[config.mk]
export PLATFORM = sky130hd
export DESIGN_NAME = sad_search_ctrl
export DESIGN_NICKNAME = d
export VERILOG_FILES = /design/src/rtl/sad_search_ctrl.sv
export SDC_FILE = /design/constraint.sdc
export NUM_CORES = 1
export LEC_CHECK = 0
export CAP_MARGIN = 10
export CORE_AREA = 8 8 82 84
export DETAILED_ROUTE_END_ITERATION = 10
export DIE_AREA = 0 0 90 92
export HOLD_SLACK_MARGIN = 0.05
export PLACE_DENSITY = 0.79
export SLEW_MARGIN = 10
export SYNTH_ARGS = -nofsm -noshare
export SYNTH_HDL_FRONTEND = slang
export SYNTH_SLANG_ARGS = --single-unit
export TNS_END_PERCENT = 100
[constraint.sdc]
create_clock -name clk -period 2.94 [get_ports clk]
set_clock_uncertainty 0.05 [all_clocks]
set_input_delay 0.735 -clock clk [delete_from_list [all_inputs] [get_ports clk]]
set_output_delay 0.735 -clock clk [all_outputs]
set_load 0.01 [all_outputs]
[src/rtl/sad_search_ctrl.sv]
// Search controller for the SAD 4x8 datapath: walks the candidate list, drives
// the init/ack handshake, keeps the running minimum and guards with a watchdog.
module sad_search_ctrl #(
    parameter int unsigned WIDTH = 8,
    parameter int unsigned IDX_W = 6,
    parameter int unsigned TMO   = 255
) (
    input  logic               clk,
    input  logic               rst,
    input  logic               start,
    input  logic [IDX_W:0]     num_cand,
    input  logic               host_ack,
    input  logic               sad_done,
    input  logic [WIDTH+4:0]   sad_value,
    output logic               sad_init,
    output logic               sad_ack,
    output logic [IDX_W-1:0]   cand_idx,
    output logic               busy,
    output logic               done,
    output logic               err,
    output logic [WIDTH+4:0]   best_sad,
    output logic [IDX_W-1:0]   best_idx
);

    localparam int unsigned SW   = WIDTH + 5;
    localparam int unsigned WD_W = $clog2(TMO + 1);

    typedef enum logic [2:0] {
        IDLE,
        LOAD,
        RUN,
        CMP,
        REL,
        DONE
    } state_t;

    state_t            state_q,    state_d;
    logic [IDX_W:0]    cnt_max_q,  cnt_max_d;
    logic [IDX_W-1:0]  cand_idx_q, cand_idx_d;
    logic [SW-1:0]     best_sad_q, best_sad_d;
    logic [IDX_W-1:0]  best_idx_q, best_idx_d;
    logic              err_q,      err_d;
    logic [WD_W-1:0]   wdog_q,     wdog_d;
    logic              last_cand;

    // Compare at IDX_W+1 bits so num_cand = 2^IDX_W ends on the all-ones index.
    assign last_cand = (({1'b0, cand_idx_q} + (IDX_W + 1)'(1)) == cnt_max_q);

    always_ff @(posedge clk or negedge rst) begin
        if (!rst) begin
            state_q    <= IDLE;
            cnt_max_q  <= '0;
            cand_idx_q <= '0;
            best_sad_q <= '1;
            best_idx_q <= '0;
            err_q      <= 1'b0;
            wdog_q     <= '0;
        end else begin
            state_q    <= state_d;
            cnt_max_q  <= cnt_max_d;
            cand_idx_q <= cand_idx_d;
            best_sad_q <= best_sad_d;
            best_idx_q <= best_idx_d;
            err_q      <= err_d;
            wdog_q     <= wdog_d;
        end
    end

    always_comb begin
        state_d    = state_q;
        cnt_max_d  = cnt_max_q;
        cand_idx_d = cand_idx_q;
        best_sad_d = best_sad_q;
        best_idx_d = best_idx_q;
        err_d      = err_q;
        wdog_d     = wdog_q;

        unique case (state_q)
            IDLE: begin
                if (start) begin
                    cnt_max_d  = num_cand;
                    cand_idx_d = '0;
                    best_sad_d = '1;
                    best_idx_d = '0;
                    err_d      = 1'b0;
                    state_d    = (num_cand == '0) ? DONE : LOAD;
                end
            end
            LOAD: begin
                wdog_d  = '0;
                state_d = RUN;
            end
            RUN: begin
                if (sad_done) begin
                    state_d = CMP;
                end else if (wdog_q == WD_W'(TMO - 1)) begin
                    err_d   = 1'b1;
                    state_d = DONE;
                end else begin
                    wdog_d = wdog_q + WD_W'(1);
                end
            end
            CMP: begin
                if (sad_value < best_sad_q) begin
                    best_sad_d = sad_value;
                    best_idx_d = cand_idx_q;
                end
                state_d = REL;
            end
            REL: begin
                if (!sad_done) begin
                    if (last_cand) begin
                        state_d = DONE;
                    end else begin
                        cand_idx_d = cand_idx_q + IDX_W'(1);
                        state_d    = LOAD;
                    end
                end
            end
            DONE: begin
                if (host_ack) begin
                    state_d = IDLE;
                end
            end
            default: state_d = IDLE;
        endcase
    end

    always_comb begin
        sad_init = (state_q == RUN);
        sad_ack  = (state_q == CMP) || (state_q == REL);
        busy     = (state_q == LOAD) || (state_q == RUN) ||
                   (state_q == CMP)  || (state_q == REL);
        done     = (state_q == DONE);
        err      = err_q;
        cand_idx = cand_idx_q;
        best_sad = best_sad_q;
        best_idx = best_idx_q;
    end

endmodule

After elaboration in Yosys (flattened, before gate mapping)
Index checks and enable logic that the tools add are counted.
{"block": "totals", "reg_bits": 44, "latchBits": 0, "ram_bits": 0, "romBits": 0, "out_inout_bits": 30, "elab_cells": 67, "mem_count": 0}
{"block": "classes", "n_addsub": 3, "n_mul": 0, "div": 0, "order_cmp": 1, "eq_ne": 16, "shift": 0, "mux": 24, "n_bitwise": 0, "n_reduce_logical": 16}
{"operator": "13-bit 2-to-1 mux", "n": 2}
{"operator": "13-bit case mux with 2 select lines", "n": 1}
{"operator": "6-bit 2-to-1 mux", "n": 4}
{"operator": "6-bit case mux with 2 select lines", "n": 2}
{"operator": "3-bit 2-to-1 mux", "n": 7}
{"operator": "3-bit case mux with 6 select lines", "n": 1}
{"operator": "8-bit 2-to-1 mux", "n": 2}
{"operator": "8-bit case mux with 2 select lines", "n": 1}
{"operator": "2-bit inequality test, second input constant", "n": 7}
{"operator": "13-bit < comparator", "n": 1}
{"operator": "4-bit AND reduction", "n": 3}
{"operator": "8-bit by 1-bit adder with 8-bit output, second input constant", "n": 1}
{"operator": "8-bit == test, second input constant", "n": 1}
{"operator": "2-bit nonzero test", "n": 4}
{"operator": "6-bit by 1-bit adder with 7-bit output, second input constant", "n": 1}
{"operator": "7-bit == test", "n": 1}
{"operator": "7-bit zero test", "n": 1}
{"operator": "6-bit by 1-bit adder with 6-bit output, second input constant", "n": 1}
{"operator": "3-bit by 2-bit == test with 1-bit output, second input constant", "n": 2}
{"operator": "3-bit == test, second input constant", "n": 2}
{"operator": "3-bit AND reduction", "n": 2}
{"operator": "1-bit logical OR", "n": 4}
{"operator": "3-bit by 1-bit == test with 1-bit output, second input constant", "n": 1}
{"operator": "3-bit zero test", "n": 1}
{"operator": "other kinds (5)", "n": 7}

Longest topological paths before layout
Gate-level depths: netlist of the first run.
{"block": "depth", "word_depth": 5, "ltp_mapped": 9, "ltp_nobuf": 8}

Worst setup path before layout of the first run
OpenSTA, ideal clock, no wires.
{"block": "synth_path", "kind": "input port to flip-flop", "startpoint": "input port sad_value[10]", "endpoint": "register best_idx_q[0] (netlist: best_idx[0])", "setup_ns": 0.125, "t_arrival_ns": 2.596, "required_time_ns": 2.765, "path_slack_ns": 0.170, "stages": 7, "cell_sequence": "ha_1 a21o_1 a21o_1 a211o_1 a211o_1 o22ai_4 mux2_2"}
{"block": "synth_via", "elab_chain_cells": 3}
{"element": "start: declaration", "line_no": "14", "text": "input logic [WIDTH+4:0] sad_value,"}
{"element": "13-bit < comparator", "line_no": "104", "text": "if (sad_value < best_sad_q) begin"}
{"element": "2-bit inequality test (no line)"}
{"element": "3-bit AND reduction (no line)"}
{"element": "end signal: assignment", "line_no": "63", "text": "best_idx_q <= best_idx_d;"}
{"element": "end: declaration", "line_no": "41", "text": "logic [IDX_W-1:0] best_idx_q, best_idx_d;"}
No other way between the ends.
A chain may end at the register's enable or synchronous reset.

Worst setup path after layout of the first run
{"block": "layout_path", "startpoint": "input port sad_value[9]", "endpoint": "register best_idx_q[3] (netlist: best_idx[3])"}
The elaborated chain is that of the path after synthesis.

==> qor.yml, run 1 <==
grt_pass1_vias: 2202
drtPass1Iterations: 4
ys_seq_area_share_pct: 40.7
holdBufCountCts: 0
grt_util_all_layers_pct: 14.9
io_buffers: 54
dieHeight_um: 92
drive_above_1_share_pct: 21.4
status: "complete, no violations"
finalSetupViolCount: 0
worstSkewPairLatency_ps: 300
worstPathArrival_ps: 2980
p_comb_share_pct: 53.3
wl_um: 6120
synth_largest_area_cell: "dfrtp_1"
synth_top_cell_area_share_pct: 28.2
switching_share_pct: 37.1
synthesis.nets: 305
critPathSlowestCell: "clkdlybuf4s50_1"
powerDensity_mw_per_mm2: 827
slew_headroom_pct: 35.4
crit_type: "primary input to flip-flop"
avgRoutedWirePerCell_um: 15.3
setup_tns_ps: 0
multiInputGateArea_mm2: 0.00145
root_buffer: "clkbuf_8"
yosysMostFrequentCell: "dfrtp_1"
diodes: 0
ir_drop_mv: 0.415
core_mm2: 0.00541
startpoint: "sad_value[9]"
netlist_area_mm2: 0.00275
synth_area_leaders: "dfrtp_1, dfstp_2, ha_1"
via_per_inst: 5.46
intPower_uw: 1820
dp_hpwl_um: 4540
grt_overflow: 0
start_util_pct: 50.8
grt_pass1_wl_um: 10300
switchingPower_uw: 1070
drtAntennaViolNets: 0
vias: 2177
ctsHtreeMaxLevel: 2
ff2ff_path_depth: 9
numCtsBuffers: 5
synth.distinct_cells: 54
gp_congestion: 0.832
antenna_found_initial: 0
ys.flop_type: "dfrtp_1"
cts_sinks: 44
synthToLayoutAreaGrowth_pct: 27.5
finalMaxSlewViolations: 0
synth-seq-cells: 44
max_cap_violations: 0
leakagePower_uw: 0.00160
cp-end-kind: "flip-flop"
fin_crit_ps: 2850
critPathMaxFanout: 7
drt_iter0_markers: 82
r2r-end: "best_idx[3]$_DFFE_PN0P_"
dieArea_mm2: 0.00828
cts_tree: "done"
remaining_drc_errors: 0
ys_warn_count: 0
seq_area_mm2: 0.00112
cp_cell_sequence: "clkdlybuf4s50_1, ha_1, a21o_1, a21o_1, a211o_1, a211o_1, o22ai_4, buf_12, mux2_2"
pwr-share-seq_pct: 34.1
netlist_top_cells_count: "dfrtp_1, inv_1, mux2_2, nand2_1"
hold_class: "flip-flop to flip-flop"
rows: 27
async_reset_ff_share_pct: 100
crit_end: "best_idx[3]$_DFFE_PN0P_"
syn_avg_cell_area_um2: 10.4
crit_required_ps: 3070
critical-path-max-stage-delay_ps: 430
rrSetupSlack_ps: 290
synth_edf_count: 0
die_w_um: 90
fillCellCount: 448
rr_startpoint: "best_sad[10]$_DFFE_PN1P_"
p_clk_share_pct: 12.7
tightest_slew_ps: 969
synthCells: 265
nets: 366
fin_crit_sh_pct: 96.9
clk_pin_slew_ps: 80
worst_slack_ps: 92.6
clock.fmax_mhz: 351
place_ws_ps: -320
rsz0062_at_grt: "false"
pin_count: 55
hold_viol_final: 0
cts_buffer_depth: 2
finalHoldWorstSlack_ps: 449
grt_start_max_net_pins: 45
cp-start-kind: "primary input"
sequential cells by signal (all words and copies together) (netlist names):
name,flops
best_idx,6
best_sad,13
cand_idx,6
cnt_max_q,7
err,1
state_q,3
wdog_q,8
area by class of cell:
type / count / share of cell area [%]
Inverter: 30 / 3.22
Sequential cell: 44 / 31.9
Tap cell: 72 / 2.57
Timing Repair Buffer: 65 / 18.6
Multi-Input combinational cell: 180 / 41.4
Clock buffer: 8 / 2.29
what timing repair did:
| item | in CTS | in global routing |
|---|---|---|
| endpoints found under the hold margin | 0 | 0 |
| cloned | 0 | 1 |
| pin swaps | 1 | 3 |
| buffers inserted | 0 | 2 |
| gates resized for setup | 1 | 5 |
| setup endpoints to repair | 7 | 13 |
critical path, delay by kind of cell:
family | cells | cell delay (ps)
compound gates | 5 | 1130
fa+ha+maj | 1 | 210
buf+inv | 2 | 580
mux | 1 | 320
power groups by stage:
stage | clock network, uW | registers [uW] | logic, uW
floorplan | 0 | 1000 | 943
global placement | 0 | 986 | 1450
detailed placement | 0 | 1000 | 1490
CTS | 377 | 987 | 1510
global route | 400 | 1020 | 1700
finish | 368 | 987 | 1540
worst min-delay path by stage:
stage	from	to	slack (ps)	cells past startpoint
final	err$_DFFE_PN0P_	err$_DFFE_PN0P_	450	1
after global routing	err$_DFFE_PN0P_	err$_DFFE_PN0P_	490	1
after CTS	err$_DFFE_PN0P_	err$_DFFE_PN0P_	450	1
after detailed placement	err$_DFFE_PN0P_	err$_DFFE_PN0P_	430	1
after global placement	err$_DFFE_PN0P_	err$_DFFE_PN0P_	420	1
after floorplan	rst	best_idx[0]$_DFFE_PN0P_	390	0
cell families after synthesis:
logic type                 after synthesis  synth area share, %
muxes                                   17                 6.92
buffers and inverters                   42                 7.15
adders and majority gates               15                 6.83
DFF                                     44                 40.7
AOI/OAI and AO/OA                       54                 17.8
xor gates and xnor gates                10                 3.19
and+or+nand+nor                         83                 17.4
per-layer routing:
layer	global-route usage [%]	vias up	wire length (um)
li1	-	1075	-
met1	17.8	1037	2780
met2	25.2	58	2910
met3	4.24	7	337
met4	4.85	0	86
met5	0	-	0
metrics by stage:
step	cells	power, uW	util (%)	instance area [um^2]
floorplan	265	1950	-	2750
global placement	388	2440	62.3	3370
detailed placement	388	2500	62.3	3370
CTS	396	2870	63.9	3450
global route	399	3120	64.8	3500
finish	399	2900	64.8	3500
placed cells by master (no fill, tap or decap), types with 6 or more instances in the layout:
cell | synthesis | final
inv_1 | 28 | 28
dfstp_2 | 13 | 13
dfrtp_1 | 31 | 31
nor2_1 | 15 | 15
a21oi_1 | 7 | 7
nand2_1 | 16 | 16
o21ai_0 | 6 | 6
nand3_1 | 6 | 6
a21o_1 | 6 | 6
mux2_2 | 16 | 14
nor2b_1 | 10 | 10
buf_4 | 1 | 8
ha_1 | 15 | 15
clkdlybuf4s50_1 | 0 | 52
a32oi_2 | 10 | 10
No activity file was read; power rests on OpenSTA's default activity.
==> run 2: changes to the inputs <==
==> constraint.sdc (replaced) <==
create_clock -name clk -period 2.94 [get_ports clk]
set_clock_uncertainty 0.05 [all_clocks]
set_input_delay 0.735 -clock clk [delete_from_list [all_inputs] [get_ports clk]]
set_output_delay 0.735 -clock clk [all_outputs]
set_load 0.05 [all_outputs]
==> run 2 against run 1 <==
- routed wire length about the same
- first-iteration DRC count shrank 21%
- global-route usage up 0.84 points
- worst hold slack gained 1.7 ps
- combinational power rose by 25%
- sequential power fell by 0.4%
- sequential share of layout area increased by 0.10 points
- critical path depth unchanged
- critical path type unchanged
- highest routed layer unchanged
==> qor.yml, run 2 (same netlist as run 1, synthesis figures left out) <==
status: "complete, no violations"  # unchanged
io_buffers: 54  # unchanged
place_ws_ps: -345  # was -320 ps
rows: 27  # unchanged
critPathMaxFanout: 7  # unchanged
fin_crit_ps: 2860  # was 2850 ps
remaining_drc_errors: 0  # unchanged
ir_drop_mv: 0.446  # was 0.415 mV
tightest_slew_ps: 953  # was 969 ps
pin_count: 55  # unchanged
final_common_cell: "clkdlybuf4s50_1"  # unchanged
finalSetupViolCount: 0  # unchanged
met2_usage_pct: 26.8  # was 25.2%
leakagePower_uw: 0.00161  # was 0.00160 uW
setup_tns_ps: 0  # unchanged
dp_cells: 388  # unchanged
gp_congestion: 0.827  # was 0.832
worst_slack_ps: 85.0  # was 92.6 ps
cts_tree: "done"  # unchanged
ctsHtreeMaxLevel: 2  # unchanged
slew_headroom_pct: 36.5  # was 35.4%
rrSetupSlack_ps: 360  # was 290 ps
finalMaxSlewViolations: 0  # unchanged
drive_above_1_share_pct: 23.4  # was 21.4%
avgRoutedWirePerCell_um: 15.4  # was 15.3 um
powerDensity_mw_per_mm2: 948  # was 827 mW/mm^2
cp-end-kind: "flip-flop"  # unchanged
synthToLayoutAreaGrowth_pct: 27.1  # was 27.5%
drt_iter0_markers: 65  # was 82
grt_util_all_layers_pct: 15.7  # was 14.9%
via_per_inst: 5.40  # was 5.46
clock.fmax_mhz: 350  # was 351 MHz
cp-start-kind: "primary input"  # unchanged
core_mm2: 0.00541  # unchanged
mostFrequentLayoutCells: "clkdlybuf4s50_1, dfrtp_1, inv_1"  # unchanged
rsz0062_at_grt: "false"  # unchanged
worstSkewPairLatency_ps: 300  # about the same
numCtsBuffers: 5  # unchanged
grt_pass1_wl_um: 10900  # was 10300 um
worstPathArrival_ps: 2990  # was 2980 ps
antenna_found_initial: 0  # unchanged
wl_um: 6120  # about the same
grt_start_max_net_pins: 45  # unchanged
largest_reg_flops: 13  # unchanged
utilization_pct: 64.6  # was 64.8%
fin_crit_sh_pct: 97.1  # was 96.9%
grt_pass1_vias: 2274  # was 2202
ff2ff_path_depth: 9  # unchanged
drtAntennaViolNets: 0  # unchanged
nets: 364  # was 366
dp_hpwl_um: 4610  # was 4540 um
clk_pin_slew_ps: 80  # about the same
grt_use_met3_pct: 4.40  # was 4.24%
cts_sinks: 44  # unchanged
cts_buffer_depth: 2  # unchanged
diodes: 0  # unchanged
hold_class: "flip-flop to flip-flop"  # unchanged
dieArea_mm2: 0.00828  # unchanged
drtPass1Iterations: 4  # unchanged
grt.busiest_layer: "met2"  # unchanged
design_area_mm2: 0.00349  # was 0.00350 mm^2
start_util_pct: 50.8  # unchanged
crit_required_ps: 3080  # was 3070 ps
max_cap_violations: 0  # unchanged
grt_overflow: 0  # unchanged
vias: 2144  # was 2177
root_buffer: "clkbuf_8"  # unchanged
placed_cell_area_mm2: 0.00336  # was 0.00337 mm^2
hold_viol_final: 0  # unchanged
hold_depth: 1  # unchanged
grtUsageMet1_pct: 19.2  # was 17.8%
die_w_um: 90  # unchanged
dieHeight_um: 92  # unchanged
instances_no_fill: 397  # was 399
crit_type: "primary input to flip-flop"  # unchanged
## run 2: changes by cell type in the layout (fill, tap and decap cells not counted), moves of 2 or more
cell,previous run,this run
buf_4,8,11
clkbuf_1,3,0
clkdlybuf4s50_1,52,49
clkinv_2,0,2
## run 2: through the flow
| stage | hold WS [ps] | total power (uW) |
|---|---|---|
| 6_report | 450 | 3310 |
| 5_1_grt | 484 | 3530 |
| 4_1_cts | 453 | 3290 |
| 3_5_place_dp | 435 | 2880 |
| 3_3_place_gp | 421 | 2830 |
| 2_1_floorplan | 389 | 2350 |
## run 2: area by class of cell
| cell class | count | area, um^2 |
|---|---|---|
| fill | 449 | 1910 |
| multi-input combinational | 179 | 1450 |
| sequential | 44 | 1120 |
| timing repair buffer | 64 | 633 |
| inverter | 30 | 113 |
| tap | 72 | 90.1 |
| clock buffer | 6 | 82.6 |
| clock inverter | 2 | 10.0 |
## run 2: path summary, 6_finish.rpt
| kind | start | endpoint |
|---|---|---|
| setup / recovery | sad_value[10] | best_idx[5]$_DFFE_PN0P_ |
| hold / removal | err$_DFFE_PN0P_ | err$_DFFE_PN0P_ |
| setup reg to reg | best_sad[10]$_DFFE_PN1P_ | best_idx[5]$_DFFE_PN0P_ |
| hold reg to reg | err$_DFFE_PN0P_ | err$_DFFE_PN0P_ |
| max in group asynchronous | rst | wdog_q[5]$_DFFE_PN0P_ |
| min in group asynchronous | rst | best_idx[5]$_DFFE_PN0P_ |
## run 2: worst max-delay path, stage by stage
cell and delay (ps):
clkdlybuf4s50_1 420, ha_1 300, a21o_1 170, a21o_1 170, a211o_1 280, a211o_1 280, o22ai_4 150, buf_12 150
mux2_2 330
## run 2: repair_timing
action | in CTS | in global routing
buffers inserted | 0 | 1
setup endpoints to repair | 6 | 12
gates cloned | 0 | 0
endpoints found under the hold margin | 0 | 0
hold buffers | 0 | 0
pin swaps | 0 | 4
gates resized for setup | 1 | 3
## run 2: routing by layer
metal  up-vias  share of wire [%]
met5         -                  0
met4         0               0.87
met3         4                4.6
met2        52                 50
met1      1023                 45
li1       1065                  -
## run 2: where the power goes
part | total (uW) | internal, uW | switching [uW]
Combinational | 1930 | 799 | 1130
Sequential | 983 | 833 | 150
Clock | 393 | 188 | 206
==> variant 1 (flow settings as in run 2) <==
`WIDTH`: 8 -> 6.
--- a/src/rtl/sad_search_ctrl.sv
+++ b/src/rtl/sad_search_ctrl.sv
@@ -1,7 +1,7 @@
 // Search controller for the SAD 4x8 datapath: walks the candidate list, drives
 // the init/ack handshake, keeps the running minimum and guards with a watchdog.
 module sad_search_ctrl #(
-    parameter int unsigned WIDTH = 8,
+    parameter int unsigned WIDTH = 6,
     parameter int unsigned IDX_W = 6,
     parameter int unsigned TMO   = 255
 ) (
Ports: changed (resized best_sad and sad_value); port bits go from 55 to 51. No check against the original RTL was run, so the function may have changed too.
==> variant 1 against run 2 <==
  * Routed wire length down 6.9%
  * Count of clock-buffer cells in the layout did not move
  * Fmax up 8.5%
  * Critical path depth fell by 6
  * Sequential cell count shrank 2
  * Setup slack improved by 220 ps
  * Sequential share of layout area is 1.2 points higher
  * Final area shrank 8.2%
  * Synthesized area is 8.7% lower
  * Power is 19% lower
==> variant 1: results (changes against run 2) <==
r2r_cells: 7  # -2
irDropWorstVdd_mv: 0.465  # +4.3%
synth_nets: 312  # +2.3%
critPathMaxStageDelay_ps: 850  # +430 ps
switching_power_mw: 1.18  # -21%
n_fill_cell: 473  # +5.3%
arrival_ps: 1850  # -1140 ps
min_path_cells: 2  # +1
clk_path_buf_depth: 2  # unchanged
track_usage_pct: 14.3  # -1.4 points
routedWlPerCell_um: 14.2  # -7.6%
dr.first_iter.drc_count: 148  # +130%
grt_use_met2_pct: 23.3  # -3.5 points
vias_per_cell: 5.27  # -2.5%
worst_pin_slew_ps: 896  # -56.5 ps
holdWs_ps: 456  # +6.00 ps
whs_endpoint: "cnt_max_q[1]$_DFFE_PN0P_"
grt_start_max_net_pins: 43  # -4.4%
gp_congestion: 0.822  # -0.60%
grt_pass1_vias: 2044  # -10%
dp_hpwl_um: 4290  # -7.0%
ys_seq_area_share_pct: 42.5  # +1.8 points
r2r_end: "cand_idx[1]$_DFFE_PN0P_"
min_from: "cnt_max_q[1]$_DFFE_PN0P_"
largest_reg_flops: 11  # -2
netlist_top_cells_area: "dfrtp_1, dfstp_2, mux2i_1"
port_buffers: 50  # -7.4%
dpl_cell_area_mm2: 0.00309  # -8.2%
status: "completed"
cts-resized-gates: 0  # -1
grt_util_met1_pct: 17.5  # -1.7 points
p_leak_nw: 1.58  # -1.8%
drive_gt1_share_pct: 11.9  # -11 points
syn_to_final_growth_pct: 27.9
yosysUniqueCellTypes: 45  # -17%
variant 1: changes by cell type in the layout (fill, tap and decap cells not counted), moves of 7 or more:
cell / delta
nor2b_1: -7
inv_1: -14
nand2_1: +23
mux2i_1: +17
mux2_2: -12
a32oi_2: -10
nor2_1: +18
variant 1: layout make-up:
type	count	share of cell area (%)
Sequential cell	42	33.2
Clock buffer	6	2.26
Multi-Input combinational cell	207	41.6
Tap cell	72	2.81
Clock inverter	2	1.17
Inverter	14	1.64
Timing Repair Buffer	57	17.3
variant 1: worst max-delay path by stage:
stage | endpoint | slack [ps] | cells after the start | from
floorplan | sad_init | 240 | 3 | state_q[2]$_DFFE_PN0P_
global placement | best_sad[4]$_DFFE_PN1P_ | -170 | 7 | sad_value[1]
detailed placement | best_sad[0]$_DFFE_PN1P_ | -210 | 7 | sad_value[1]
CTS | best_sad[0]$_DFFE_PN1P_ | 110 | 7 | sad_value[1]
global route | sad_init | 220 | 3 | state_q[1]$_DFFE_PN0P_
finish | sad_init | 310 | 3 | state_q[1]$_DFFE_PN0P_
variant 1: metal layers:
| metal | up-vias | part of all wire (%) |
|---|---|---|
| li1 | 1050 | - |
| met1 | 985 | 44 |
| met2 | 64 | 48 |
| met3 | 8 | 5.9 |
| met4 | 0 | 1.8 |
| met5 | - | 0 |
variant 1: per-stage QoR:
stage                     power (mW)  instances  setup slack, ps
after floorplan                 1.83        276              240
after global placement          2.22        392             -166
after detailed placement        2.25        392             -209
after CTS                       2.71        400              107
after global routing            2.87        400              216
final                           2.69        400              309
variant 1: cell families after synthesis:
| kind of cell | share of synthesized area [%] |
|---|---|
| AND/OR/NAND/NOR | 22.6 |
| buffers and inverters | 4.74 |
| adder cells (fa/ha/maj) | 6.49 |
| XOR/XNOR | 4.89 |
| multiplexers | 8.69 |
| flip-flops | 42.5 |
| AO/OA/AOI/OAI | 10.1 |
variant 1: worst max-delay path: cells and delay by family, from the launching register on:
family	cells	cell delay, ps
buffers and inverters	2	970
flip-flops	1	350
AND/OR/NAND/NOR	1	230
variant 1: power by group through the flow:
stage                     clock [mW]  combinational [mW]  sequential [mW]
after floorplan                    0               0.840            0.992
after global routing           0.489                1.52            0.859
after global placement             0                1.37            0.845
after detailed placement           0                1.40            0.850
final                          0.452                1.40            0.838
after CTS                      0.466                1.41            0.840
==> variant 2 (flow settings as in run 2) <==
Made on the original files. Re-encode `state_t` (6 states) as one-hot, 6 bits wide.
--- a/src/rtl/sad_search_ctrl.sv
+++ b/src/rtl/sad_search_ctrl.sv
@@ -25,13 +25,13 @@
     localparam int unsigned SW   = WIDTH + 5;
     localparam int unsigned WD_W = $clog2(TMO + 1);
 
-    typedef enum logic [2:0] {
-        IDLE,
-        LOAD,
-        RUN,
-        CMP,
-        REL,
-        DONE
+    typedef enum logic [5:0] {
+        IDLE = 6'b000001,
+        LOAD = 6'b000010,
+        RUN  = 6'b000100,
+        CMP  = 6'b001000,
+        REL  = 6'b010000,
+        DONE = 6'b100000
     } state_t;
 
     state_t            state_q,    state_d;
Function: same outputs for any inputs over 10 cycles, from zero or initial values and one cycle with rst low; not proved beyond that.
==> variant 2 against run 2 <==
  * First-iteration DRC count up 110%
  * Synthesized area up 1.3%
  * Final area up 1.8%
  * Sequential cell count up 3
  * Fmax up 2.6%
  * Setup slack better by 72 ps
  * Routed wire length down 0.60%
Power is not compared: it rests on default switching activity, and its combinational part moved more than twofold at a synthesized area within 25%.
==> variant 2: results (changes against run 2) <==
status: "completed"
worst_pin_slew_ps: 885  # -67.7 ps
dpl_cell_area_mm2: 0.00342  # +1.7%
cts-resized-gates: 0  # -1
track_usage_pct: 15.2  # -0.49 points
grt_pass1_vias: 2227  # -2.1%
wl_met1_um: 2750  # +0.25%
path_delay_family: "simple AND/OR/NAND/NOR gates"
arrival_ps: 2000  # -990 ps
ys_seq_area_share_pct: 42.9  # +2.2 points
clk_latency_ps: 300  # about the same
vias: 2140  # -0.19%
wl_met2_um: 2970  # -2.3%
crit_path_top_delay_cell: "nor4_1"
clk_pin_slew_worst_paths_ps: 100  # +20 ps
timing.final.crit_share_pct: 94.7  # -2.5 points
yosysUniqueCellTypes: 50  # -7.4%
dp.cells: 392  # +1.0%
gp_congestion: 0.861  # +4.1%
grt_pass1_wl_um: 10600  # -2.5%
syn_inst: 270  # +1.9%
critPathMaxStageDelay_ps: 490  # +70 ps
synth_nets: 310  # +1.6%
wirelength_um: 6080  # -0.60%
dp_hpwl_um: 4680  # +1.5%
drive_gt1_share_pct: 14.0  # -9.4 points
layout.nets: 367  # +0.82%
instances_no_fill: 400  # +0.76%
place_ws_ps: 14.1  # +359 ps
met3_usage_pct: 4.07  # -0.33 points
grt_util_met1_pct: 18.8  # -0.40 points
==> variant 2: cell types whose count changed in the layout (fill, tap and decap cells not counted), moves of 6 or more <==
cell / change
mux2_2: -13
mux2_1: +6
nor2b_1: -8
mux2i_1: +18
nand2_1: +9
a32oi_2: -10
nor2_1: +15
inv_1: -11
==> variant 2: logic make-up (layout without fill, tap and decap cells) <==
logic type,after synthesis,after routing,synth area share [%]
flip-flops,47,47,42.9
XOR/XNOR,15,15,4.99
AND/OR/NAND/NOR,106,106,21.3
multiplexers,26,26,9.67
buffers and inverters,26,84,4.09
AO/OA/AOI/OAI,35,35,10.3
adder cells (fa/ha/maj),15,15,6.75
==> variant 2: area by class of cell <==
class,count,area share [%]
timing repair buffer,59,16.9
inverter,17,1.80
clock buffer,6,2.04
multi-input combinational,197,41.5
tap,72,2.53
clock inverter,2,1.69
sequential,47,33.6
==> variant 2: path summary, 6_finish.rpt <==
kind	start	to	cells after the start
max	state_q[1]$_DFFE_PN0P_	busy	4
min	best_sad[0]$_DFFE_PN1P_	best_sad[0]$_DFFE_PN1P_	2
max reg2reg	cand_idx[0]$_DFFE_PN0P_	cand_idx[3]$_DFFE_PN0P_	7
min reg2reg	best_sad[0]$_DFFE_PN1P_	best_sad[0]$_DFFE_PN1P_	2
max in group asynchronous	rst	best_sad[12]$_DFFE_PN1P_	2
min in group asynchronous	rst	cnt_max_q[2]$_DFFE_PN0P_	1
==> variant 2: through the flow <==
step	util, %	hold WS, ps
after global routing	65.8	471
after detailed placement	63.3	430
after global placement	63.3	415
after CTS	65.8	445
final	65.8	444
after floorplan	-	389
==> variant 2: power breakdown <==
group	switching, mW	total, mW	internal (mW)
sequential	0.110	0.873	0.763
clock	0.219	0.559	0.340
combinational	0.401	0.767	0.366
